===== config.mk =====
export PLATFORM = sky130hd
export DESIGN_NAME = kgp_multicycle_ctrl
export DESIGN_NICKNAME = d
export VERILOG_FILES = /design/src/rtl/kgp_ctrl_pkg.sv /design/src/rtl/kgp_instr_decode.sv /design/src/rtl/kgp_multicycle_ctrl.sv
export SDC_FILE = /design/constraint.sdc
export NUM_CORES = 1
export LEC_CHECK = 0
export ABC_CLOCK_PERIOD_IN_PS = 1900
export BUFFER_PORTS_ARGS = -buffer_cell sky130_fd_sc_hd__buf_2
export CAP_MARGIN = 15
export CORE_MARGIN = 2
export CORE_UTILIZATION = 40
export CTS_CLUSTER_DIAMETER = 80
export DETAILED_ROUTE_END_ITERATION = 10
export PLACE_DENSITY = 0.72
export SKIP_LAST_GASP = 1
export SLEW_MARGIN = 15
export SYNTH_ARGS = -nofsm -noshare
export SYNTH_HDL_FRONTEND = slang
export SYNTH_HIERARCHICAL = 1
export SYNTH_SLANG_ARGS = --single-unit

===== constraint.sdc =====
create_clock -name clk -period 1.9 [get_ports clk]
set_input_delay 0.095 -clock clk [delete_from_list [all_inputs] [get_ports clk]]
set_output_delay 0.095 -clock clk [all_outputs]
set_load 0.03 [all_outputs]

===== src/rtl/kgp_ctrl_pkg.sv =====
// Shared types and constants for the KGP-RISC multi-cycle controller:
// state encoding, instruction classes, opcode/funct values, ALU codes, branch conditions.
package kgp_ctrl_pkg;

  typedef enum logic [2:0] {
    S_RST  = 3'd0,
    S_IF   = 3'd1,
    S_ID   = 3'd2,
    S_EX   = 3'd3,
    S_MEM  = 3'd4,
    S_WB   = 3'd5,
    S_HALT = 3'd6
  } state_t;

  // Enum values match the two class bits at the top of the opcode.
  typedef enum logic [1:0] {
    CLS_R   = 2'b00,
    CLS_I   = 2'b01,
    CLS_MEM = 2'b10,
    CLS_BR  = 2'b11
  } instr_class_t;

  localparam int FUNCT_MIN = 1;
  localparam int FUNCT_MAX = 10;

  localparam logic [5:0] OP_ADDI = 6'h10;
  localparam logic [5:0] OP_SRLI = 6'h19;
  localparam logic [5:0] OP_MOVE = 6'h1A;
  localparam logic [5:0] OP_LD   = 6'h21;
  localparam logic [5:0] OP_ST   = 6'h22;
  localparam logic [5:0] OP_BR   = 6'h30;
  localparam logic [5:0] OP_BMI  = 6'h31;
  localparam logic [5:0] OP_BPL  = 6'h32;
  localparam logic [5:0] OP_BZ   = 6'h33;

  localparam logic [3:0] ALU_ADD  = 4'd0;
  localparam logic [3:0] ALU_PASS = 4'd10;

  localparam logic [1:0] COND_PL = 2'b00;
  localparam logic [1:0] COND_MI = 2'b01;
  localparam logic [1:0] COND_Z  = 2'b10;
  localparam logic [1:0] COND_AL = 2'b11;

  // All single-bit strobes plus cond_sel; alufunc stays separate since its width is a parameter.
  typedef struct packed {
    logic       readim;
    logic       ldir;
    logic       ldnpc;
    logic       lda;
    logic       ldb;
    logic       ldimm;
    logic [1:0] cond_sel;
    logic       opcond;
    logic       alusel1;
    logic       alusel2;
    logic       aluen;
    logic       ldaluout;
    logic       writedmem;
    logic       readdmem;
    logic       ldlmd;
    logic       selwb;
    logic       regwrite;
    logic       branch;
    logic       ldpc;
    logic       mem_err;
  } ctrl_t;

  localparam ctrl_t CTRL_IDLE = '0;

endpackage


===== src/rtl/kgp_instr_decode.sv =====
// Combinational instruction decoder: irout -> class, ALU function, branch condition,
// load/store/branch flags and an illegal-encoding flag.
module kgp_instr_decode
  import kgp_ctrl_pkg::*;
#(
  parameter int IW  = 32,
  parameter int OPW = 6,
  parameter int FW  = 6,
  parameter int AFW = 4
) (
  input  logic [IW-1:0]  irout,
  output instr_class_t   cls,
  output logic [AFW-1:0] alufunc,
  output logic [1:0]     cond_sel,
  output logic           is_ld,
  output logic           is_st,
  output logic           is_br,
  output logic           illegal
);

  logic [OPW-1:0] opcode;
  logic [FW-1:0]  funct;
  logic           unused_ir;

  assign opcode    = irout[IW-1 -: OPW];
  assign funct     = irout[FW-1:0];
  assign cls       = instr_class_t'(irout[IW-1 -: 2]);
  assign unused_ir = ^irout;

  // NOTE: every output gets a default before the case so no path can infer a latch.
  always_comb begin
    alufunc  = AFW'(ALU_ADD);
    cond_sel = COND_PL;
    is_ld    = 1'b0;
    is_st    = 1'b0;
    is_br    = 1'b0;
    illegal  = 1'b0;
    case (cls)
      CLS_R: begin
        if (funct >= FW'(FUNCT_MIN) && funct <= FW'(FUNCT_MAX))
          alufunc = AFW'(funct - FW'(1));
        else
          illegal = 1'b1;
      end
      CLS_I: begin
        if (opcode >= OPW'(OP_ADDI) && opcode <= OPW'(OP_SRLI))
          alufunc = AFW'(opcode - OPW'(OP_ADDI));
        else if (opcode != OPW'(OP_MOVE))
          illegal = 1'b1;
      end
      CLS_MEM: begin
        if (opcode == OPW'(OP_LD))      is_ld   = 1'b1;
        else if (opcode == OPW'(OP_ST)) is_st   = 1'b1;
        else                            illegal = 1'b1;
      end
      CLS_BR: begin
        alufunc = AFW'(ALU_PASS);
        is_br   = 1'b1;
        if (opcode == OPW'(OP_BR))       cond_sel = COND_AL;
        else if (opcode == OPW'(OP_BMI)) cond_sel = COND_MI;
        else if (opcode == OPW'(OP_BPL)) cond_sel = COND_PL;
        else if (opcode == OPW'(OP_BZ))  cond_sel = COND_Z;
        else begin
          is_br   = 1'b0;
          illegal = 1'b1;
        end
      end
    endcase
  end

endmodule


===== src/rtl/kgp_multicycle_ctrl.sv =====
// Multi-cycle IF/ID/EX/MEM/WB control FSM for the KGP-RISC datapath with registered strobes.
// Optional macro KGP_CTRL_ILLEGAL_TRAP_EN: illegal opcodes enter S_HALT and set a sticky illegal flag.
module kgp_multicycle_ctrl
  import kgp_ctrl_pkg::*;
#(
  parameter int IW          = 32,
  parameter int OPW         = 6,
  parameter int FW          = 6,
  parameter int AFW         = 4,
  parameter int MEM_TIMEOUT = 15
) (
  input  logic           clk,
  input  logic           reset,
  input  logic [IW-1:0]  irout,
  input  logic           dmem_ready,
  output logic           readim,
  output logic           ldir,
  output logic           ldnpc,
  output logic           ldA,
  output logic           ldB,
  output logic           ldimm,
  output logic [1:0]     cond_sel,
  output logic           opcond,
  output logic           alusel1,
  output logic           alusel2,
  output logic           aluen,
  output logic           ldaluout,
  output logic [AFW-1:0] alufunc,
  output logic           writedmem,
  output logic           readdmem,
  output logic           ldlmd,
  output logic           selwb,
  output logic           regwrite,
  output logic           branch,
  output logic           ldpc,
  output logic           mem_err,
  output logic           illegal
);

  localparam int WCW = (MEM_TIMEOUT > 1) ? $clog2(MEM_TIMEOUT) : 1;

  state_t         state_q, state_d;
  ctrl_t          ctrl_q, ctrl_d;
  logic [AFW-1:0] alufunc_q, alufunc_d;
  logic [WCW-1:0] wait_q, wait_d;
  logic           timeout;

  instr_class_t   dec_cls;
  logic [AFW-1:0] dec_alufunc;
  logic [1:0]     dec_cond;
  logic           dec_ld, dec_st, dec_br, dec_illegal;

  // Decode register: captured while in S_ID, consumed by MEM and WB.
  logic           ld_q, st_q, br_q, nop_q;
  logic [1:0]     cond_q;

  kgp_instr_decode #(
    .IW  (IW),
    .OPW (OPW),
    .FW  (FW),
    .AFW (AFW)
  ) u_decode (
    .irout    (irout),
    .cls      (dec_cls),
    .alufunc  (dec_alufunc),
    .cond_sel (dec_cond),
    .is_ld    (dec_ld),
    .is_st    (dec_st),
    .is_br    (dec_br),
    .illegal  (dec_illegal)
  );

  always_comb begin
    state_d   = state_q;
    ctrl_d    = CTRL_IDLE;
    alufunc_d = '0;
    timeout   = 1'b0;

    unique case (state_q)
      S_RST: state_d = S_IF;
      S_IF:  state_d = S_ID;
      S_ID: begin
`ifdef KGP_CTRL_ILLEGAL_TRAP_EN
        state_d = dec_illegal ? S_HALT : S_EX;
`else
        state_d = S_EX;
`endif
      end
      S_EX:  state_d = (ld_q || st_q) ? S_MEM : S_WB;
      S_MEM: begin
        if (dmem_ready) begin
          state_d = S_WB;
        end else if (wait_q == WCW'(MEM_TIMEOUT - 1)) begin
          state_d = S_WB;
          timeout = 1'b1;
        end
      end
      S_WB:  state_d = S_IF;
`ifdef KGP_CTRL_ILLEGAL_TRAP_EN
      S_HALT: state_d = S_HALT;
`endif
      default: state_d = S_RST;
    endcase

    // Outputs are those of the state being entered, so they decode from state_d.
    case (state_d)
      S_IF: begin
        ctrl_d.readim = 1'b1;
        ctrl_d.ldir   = 1'b1;
        ctrl_d.ldnpc  = 1'b1;
      end
      S_ID: begin
        ctrl_d.lda   = 1'b1;
        ctrl_d.ldb   = 1'b1;
        ctrl_d.ldimm = 1'b1;
      end
      S_EX: begin
        if (!dec_illegal) begin
          ctrl_d.aluen    = 1'b1;
          ctrl_d.ldaluout = 1'b1;
          alufunc_d       = dec_alufunc;
          if (dec_br) begin
            ctrl_d.opcond  = 1'b1;
            ctrl_d.alusel2 = 1'b1;
          end else begin
            ctrl_d.alusel1 = 1'b1;
            ctrl_d.alusel2 = (dec_cls != CLS_R);
          end
        end
      end
      S_MEM: begin
        ctrl_d.readdmem  = ld_q;
        ctrl_d.writedmem = st_q;
      end
      S_WB: begin
        ctrl_d.ldpc    = 1'b1;
        ctrl_d.mem_err = timeout;
        if (!timeout && !nop_q) begin
          if (br_q) begin
            ctrl_d.branch   = 1'b1;
            ctrl_d.cond_sel = cond_q;
          end else if (ld_q) begin
            ctrl_d.regwrite = 1'b1;
            ctrl_d.selwb    = 1'b1;
            ctrl_d.ldlmd    = 1'b1;
          end else if (!st_q) begin
            ctrl_d.regwrite = 1'b1;
          end
        end
      end
      default: ;
    endcase

    wait_d = (state_q == S_MEM && state_d == S_MEM) ? wait_q + WCW'(1) : '0;
  end

  // NOTE: sequential state uses non-blocking assignments so every flop samples pre-edge values.
  always_ff @(posedge clk) begin
    if (reset) begin
      state_q   <= S_RST;
      ctrl_q    <= CTRL_IDLE;
      alufunc_q <= '0;
      wait_q    <= '0;
      ld_q      <= 1'b0;
      st_q      <= 1'b0;
      br_q      <= 1'b0;
      nop_q     <= 1'b0;
      cond_q    <= COND_PL;
    end else begin
      state_q   <= state_d;
      ctrl_q    <= ctrl_d;
      alufunc_q <= alufunc_d;
      wait_q    <= wait_d;
      if (state_q == S_ID) begin
        ld_q   <= dec_ld;
        st_q   <= dec_st;
        br_q   <= dec_br;
        nop_q  <= dec_illegal;
        cond_q <= dec_cond;
      end
    end
  end

`ifdef KGP_CTRL_ILLEGAL_TRAP_EN
  logic illegal_q;

  always_ff @(posedge clk) begin
    if (reset)                  illegal_q <= 1'b0;
    else if (state_d == S_HALT) illegal_q <= 1'b1;
  end

  assign illegal = illegal_q;
`else
  assign illegal = 1'b0;
`endif

  assign readim    = ctrl_q.readim;
  assign ldir      = ctrl_q.ldir;
  assign ldnpc     = ctrl_q.ldnpc;
  assign ldA       = ctrl_q.lda;
  assign ldB       = ctrl_q.ldb;
  assign ldimm     = ctrl_q.ldimm;
  assign cond_sel  = ctrl_q.cond_sel;
  assign opcond    = ctrl_q.opcond;
  assign alusel1   = ctrl_q.alusel1;
  assign alusel2   = ctrl_q.alusel2;
  assign aluen     = ctrl_q.aluen;
  assign ldaluout  = ctrl_q.ldaluout;
  assign alufunc   = alufunc_q;
  assign writedmem = ctrl_q.writedmem;
  assign readdmem  = ctrl_q.readdmem;
  assign ldlmd     = ctrl_q.ldlmd;
  assign selwb     = ctrl_q.selwb;
  assign regwrite  = ctrl_q.regwrite;
  assign branch    = ctrl_q.branch;
  assign ldpc      = ctrl_q.ldpc;
  assign mem_err   = ctrl_q.mem_err;

endmodule


---- Word-level counts from Yosys, hierarchy flattened ----
Cells that the tools add are included.
word-level totals
  output and inout port bits .............. 26
  input bits .............................. 35
  register bits after elaboration ......... 38
  word-level logic and storage cells ...... 127
operators by class
  reduce and logical (&&, ||, !) cells .... 19
  multiplexer cells ....................... 46
  $lt $le $gt $ge ......................... 4
  equality and inequality tests ........... 21
  add/sub/neg operators ................... 3
  bitwise operators ....................... 6
operators by type and width
  cell                   count
  $eq A6 B6 Y1 const B   6
  $mux W1                29
  $mux W2                8
  $pmux W3 S5            1
  $eq A3 B2 Y1 const B   4
  $eq A3 B3 Y1 const B   4
  $mux W3                4
  $pmux W4 S3            1
  $reduce_or A2 Y1       5
  $mux W4                2
  $reduce_or A4 Y1       2
  $sub A4 B1 Y4 const B  2
  $eq A3 B1 Y1 const B   2
  $ge A6 B1 Y1 const B   1
  $ge A6 B5 Y1 const B   1
  $le A6 B4 Y1 const B   1
  $le A6 B5 Y1 const B   1
  $ne A6 B5 Y1 const B   1
  $not A1 Y1             6
  $reduce_or A3 Y1       2
  $add A4 B1 Y4 const B  1
  $eq A2 B2 Y1 const B   2
  $eq A4 B4 Y1 const B   1
  $logic_and A1 B1 Y1    4
  7 further kinds        8

---- Logic depth before layout (Yosys ltp) ----
  depth in word-level cells ............... 8
  depth in mapped cells ................... 8
  depth with buffers taken out ............ 8

---- By module ----
The synthesis kept the hierarchy.
modules (own cells, without submodules)
  module               area each (µm²)  times used  sequential area each (µm²)  cells each
  kgp_multicycle_ctrl  1187.4           1           640.6                       112
  kgp_instr_decode     291.5            1           0.0                         44

---- Least setup slack after synthesis ----
OpenSTA, ideal clock, no wires.
  kind .................................... input-to-reg
  from .................................... input irout[0]
  to ...................................... register ctrl_q (netlist bit alusel2)
  path slack .............................. 0.332 ns
  setup time .............................. 0.059 ns
  data required time ...................... 1.841 ns
  path buffers ............................ 0
  arrival ................................. 1.509 ns
  stages on the path ...................... 8
  path through ............................ inv_1 -> ha_1 -> nor4b_1 -> nor4_1 -> nand2_1 -> o221a_2 -> nor3b_2 -> o31a_1
on the way
  longest elaborated chain between the ends .. 5
  elaborated cells between the ends (all ways) .. 6
  classes of those cells .................. order compare: 2; mux: 2; reduce/logical: 2
ends and longest elaborated chain
  element                                       RTL line                    RTL
  from (decl)                                   kgp_multicycle_ctrl.sv:14   input logic [IW-1:0] irout,
  $ge A6 B1 Y1 or $le A6 B4 Y1 (tied branches)  kgp_instr_decode.sv:40      if (funct >= FW'(FUNCT_MIN) && funct <= FW'(FUNCT_MAX))
  $logic_and A1 B1 Y1 (*)                       kgp_instr_decode.sv:40
  $mux W1 (*)                                   kgp_instr_decode.sv:40
  $pmux W1 S4 (*)                               kgp_instr_decode.sv:38      case (cls)
  net dec_illegal                               kgp_multicycle_ctrl.sv:51   logic dec_ld, dec_st, dec_br, dec_illegal;
  $reduce_or A3 Y1 (no source line) (*)         -
  to (signal assigned)                          kgp_multicycle_ctrl.sv:171  ctrl_q <= ctrl_d;
  to (decl)                                     kgp_multicycle_ctrl.sv:43   ctrl_t ctrl_q, ctrl_d;
The timed path passes the listed nets; every way through them passes the cells marked *.
A chain may end at the register's enable or synchronous reset.

---- Worst setup path in the final report ----
  from .................................... register state_q[1]
  to ...................................... register ctrl_q (netlist bit regwrite)
on the way
  longest elaborated chain between the ends .. 6
  elaborated cells between the ends (all ways) .. 17
  classes of those cells .................. eq/ne: 6; mux: 4; bitwise: 2; reduce/logical: 5
ends and longest elaborated chain
  element                                                          RTL line                                                RTL
  from (decl)                                                      kgp_multicycle_ctrl.sv:42                               state_t state_q, state_d;
  from (signal assigned)                                           kgp_multicycle_ctrl.sv:170                              state_q <= state_d;
  $eq A3 B3 Y1, or another cell as far along                       kgp_multicycle_ctrl.sv:79                               unique case (state_q)
  $reduce_or A2 Y1 (no source line), or another cell as far along  -
  $pmux W3 S5 or $logic_not A1 Y1 (tied branches)                  kgp_multicycle_ctrl.sv:79, kgp_multicycle_ctrl.sv:138
  $eq A3 B3 Y1 or $logic_and A1 B1 Y1 (tied branches)              kgp_multicycle_ctrl.sv:106, kgp_multicycle_ctrl.sv:138
  $not A1 Y1 (no source line)                                      -
  $reduce_or A4 Y1 (no source line) (*)                            -
Every way passes the cells marked *; elsewhere a longest branch is shown, timed or not.

==> results by group <==
Routing
  – Post-route ant nets: 0
  – DRC Markers: 0
  – Vias/cell: 4.847
  – Routed via count: 1173
  – WL/cell: 10.29 um
  – Initial DRC count: 42
  – First-pass DRT Iterations: 4
  – Drt total wl: 2490 um

GRT
  – Vias in the first global route: 968
  – Pin count of the biggest net entering global routing: 18
  – GRT Util Overall: 0.1271
  – Total gr overflow: 0
  – First-pass GRT wire length: 4119 um
  – Initial antenna violation count: 0

Synth
  – Top FF cell, synth: dfxtp_1
  – Mapped Nets: 196
  – Syn avg cell area: 9.480 um^2
  – Synth top area share: 0.4332
  – Synth cell types: 46
  – EDFF count, synth: 0
  – Synth Register Bits: 32
  – Synth top area cells: dfxtp_1 (43%), buf_4 (5.1%), ha_1 (4.2%)
  – Mapped Area: 1479 um^2
  – Post-Syn Instances: 156
  – Yosys warning total: 6
  – Area leader, netlist: dfxtp_1
  – Post-synth ARST share: 0
  – Post-synthesis sequential area ratio: 0.4332

Die
  – Starting density of the core: 0.4101
  – I/O Pins: 61
  – Die height: 64.81 um
  – Die area: 4200 um^2
  – Die W: 64.81 um
  – CORE AREA: 3606 um^2
  – Row count: 22

Critical path
  – Kind of launch point of the worst setup path: register
  – Worst Setup End Kind: register
  – Setup CP Type: register to register
  – Worst path required time: 2.04 ns
  – Crit path DAT: 1.74 ns
  – Max FO, Critical Path: 7

Placement
  – HPWL Detailed: 1887 um
  – Port Buffers: 39
  – GP Congestion: 0.7915

Clock network
  – Maximum root-to-sink buffer count: 2
  – H-tree levels: 2
  – Post-cts resize count: 0
  – Hold Buf Count CTS: 0
  – CTS buffer count: 5
  – Worst-Skew Late Latency: 0.27 ns
  – Root Buffer: clkbuf_8
  – Post-CTS Setup Inserts: 0
  – CTS tree: done
  – CTS Sinks: 32
  – Clk slew on worst S/H paths: 0.06 ns

Final layout
  – Nets: 233
  – Area grow syn2layout: 20.30%
  – Sequential cell area: 640.6 um^2
  – Most frequent cells in the layout: buf_2 (39), dfxtp_1 (32), nor2_1 (15)
  – Multi-input logic area: 711.9 um^2
  – ANT cells: 0
  – # fillers: 372
  – Layout cells sized above 1: 0.3093
  – Commonest non-fill, non-tap cell in the layout: buf_2

Power and ir drop
  – NetSw: 415.8 uW
  – Clock share of power: 0.382
  – Max IR drop VDD: 0.3249 mV
  – Power Dens Cells: 906.7 nW/um^2
  – Lkg Pwr: 0.7824 nW
  – Register share of total power: 0.451
  – Sw Ratio: 0.2577
  – P_int: 1.197 mW
  – Comb pwr share: 0.167

STA
  – Clock skew: 0.005856 ns
  – Setup TNS: 0 ns
  – Crit share post-route: 0.8398
  – Fin. Hold Viols: 0
  – Hold slack: 0.1071 ns
  – Setup Viol. Count Final: 0
  – Slew Viols, Final: 0
  – Fmax: 626.8 MHz
  – Unrepaired setup endpoints after global routing: no
  – Final min period: 1.596 ns

Flow run
  – Max-cap violations: 0

Outcome
  – Status: finished, final reports clean

Worst hold path
  – Worst Hold Class: input port to register
==> final cells by class <==
type | count | share of cell area
clock buffer | 6 | 0.04079
multi-input combinational | 103 | 0.4001
sequential | 32 | 0.3601
timing repair buffer | 44 | 0.1308
tap | 48 | 0.03376
clock inverter | 2 | 0.01969
inverter | 7 | 0.01477
==> Yosys cell counts, drive strengths merged, types with 2 or more instances <==
cell type / count
or3b: 2
dfxtp: 32
mux2i: 6
nor4: 3
buf: 13
and2: 5
a21oi: 5
inv: 7
nor2: 15
xnor2: 3
o31ai: 3
xor2: 2
nand3: 3
nand2b: 2
ha: 5
o21ai: 4
nor3: 8
nor3b: 5
and4b: 2
nor2b: 5
nand2: 7
nor4b: 2
==> per-layer routing <==
layer,routed length (um),global-route usage,share of wire,up-vias
met2,1159,0.1997,0.47,39
met3,156,0.04167,0.063,4
met5,0,0,0,-
li1,-,-,-,605
met4,48,0.07181,0.019,0
met1,1126,0.1516,0.45,525
==> through the flow <==
step | area, um^2 | util | setup WS, ns | power, mW | cells
after global placement | 1672 | 0.4636 | 0.1563 | 1.008 | 234
after detailed placement | 1672 | 0.4636 | 0.1593 | 1.013 | 234
after CTS | 1779 | 0.4934 | 0.2835 | 1.634 | 242
final | 1779 | 0.4934 | 0.3045 | 1.613 | 242
after global routing | 1779 | 0.4934 | 0.1795 | 1.686 | 242
after floorplan | 1479 | - | 0.3321 | 0.9617 | 156
==> cell families after synthesis <==
family | after synthesis | share of synthesized area
simple gates | 66 | 0.2716
flops | 32 | 0.4332
buf+inv | 21 | 0.08545
compound gates | 20 | 0.09476
mux | 6 | 0.04061
fa+ha+maj | 5 | 0.04230
xor+xnor | 5 | 0.02962
other cells | 1 | 0.002536
==> sequential cells by signal (all words and copies together) (netlist names), 2 cells and up <==
signal and flops:
alufunc 4, wait_q 4, state_q 3, cond_q 2, cond_sel 2
==> path summary, 6_finish.rpt <==
| kind | slack, ns | to | cells past startpoint | from |
|---|---|---|---|---|
| max | 0.30 | regwrite | 4 | state_q[1] |
| max reg2reg | 0.30 | regwrite | 4 | state_q[1] |
| min reg2reg | 0.46 | wait_q[0] | 1 | wait_q[0] |
| min | 0.11 | alusel2 | 2 | irout[31] |
==> worst max-delay path, stage by stage (launching register included) <==
cell     delay, ns
dfxtp_1       0.36
buf_4         0.18
or3b_2        0.46
nor3_2        0.35
nor3_1        0.11
==> power by group through the flow <==
stage                     clock [mW]  sequential, mW  combinational [mW]
after global routing           0.659           0.733               0.294
after CTS                      0.635           0.728               0.271
after detailed placement           0           0.743               0.270
after floorplan                    0           0.761               0.201
final                          0.616           0.728               0.269
after global placement             0           0.742               0.266
No activity file was read; power rests on OpenSTA's default activity.
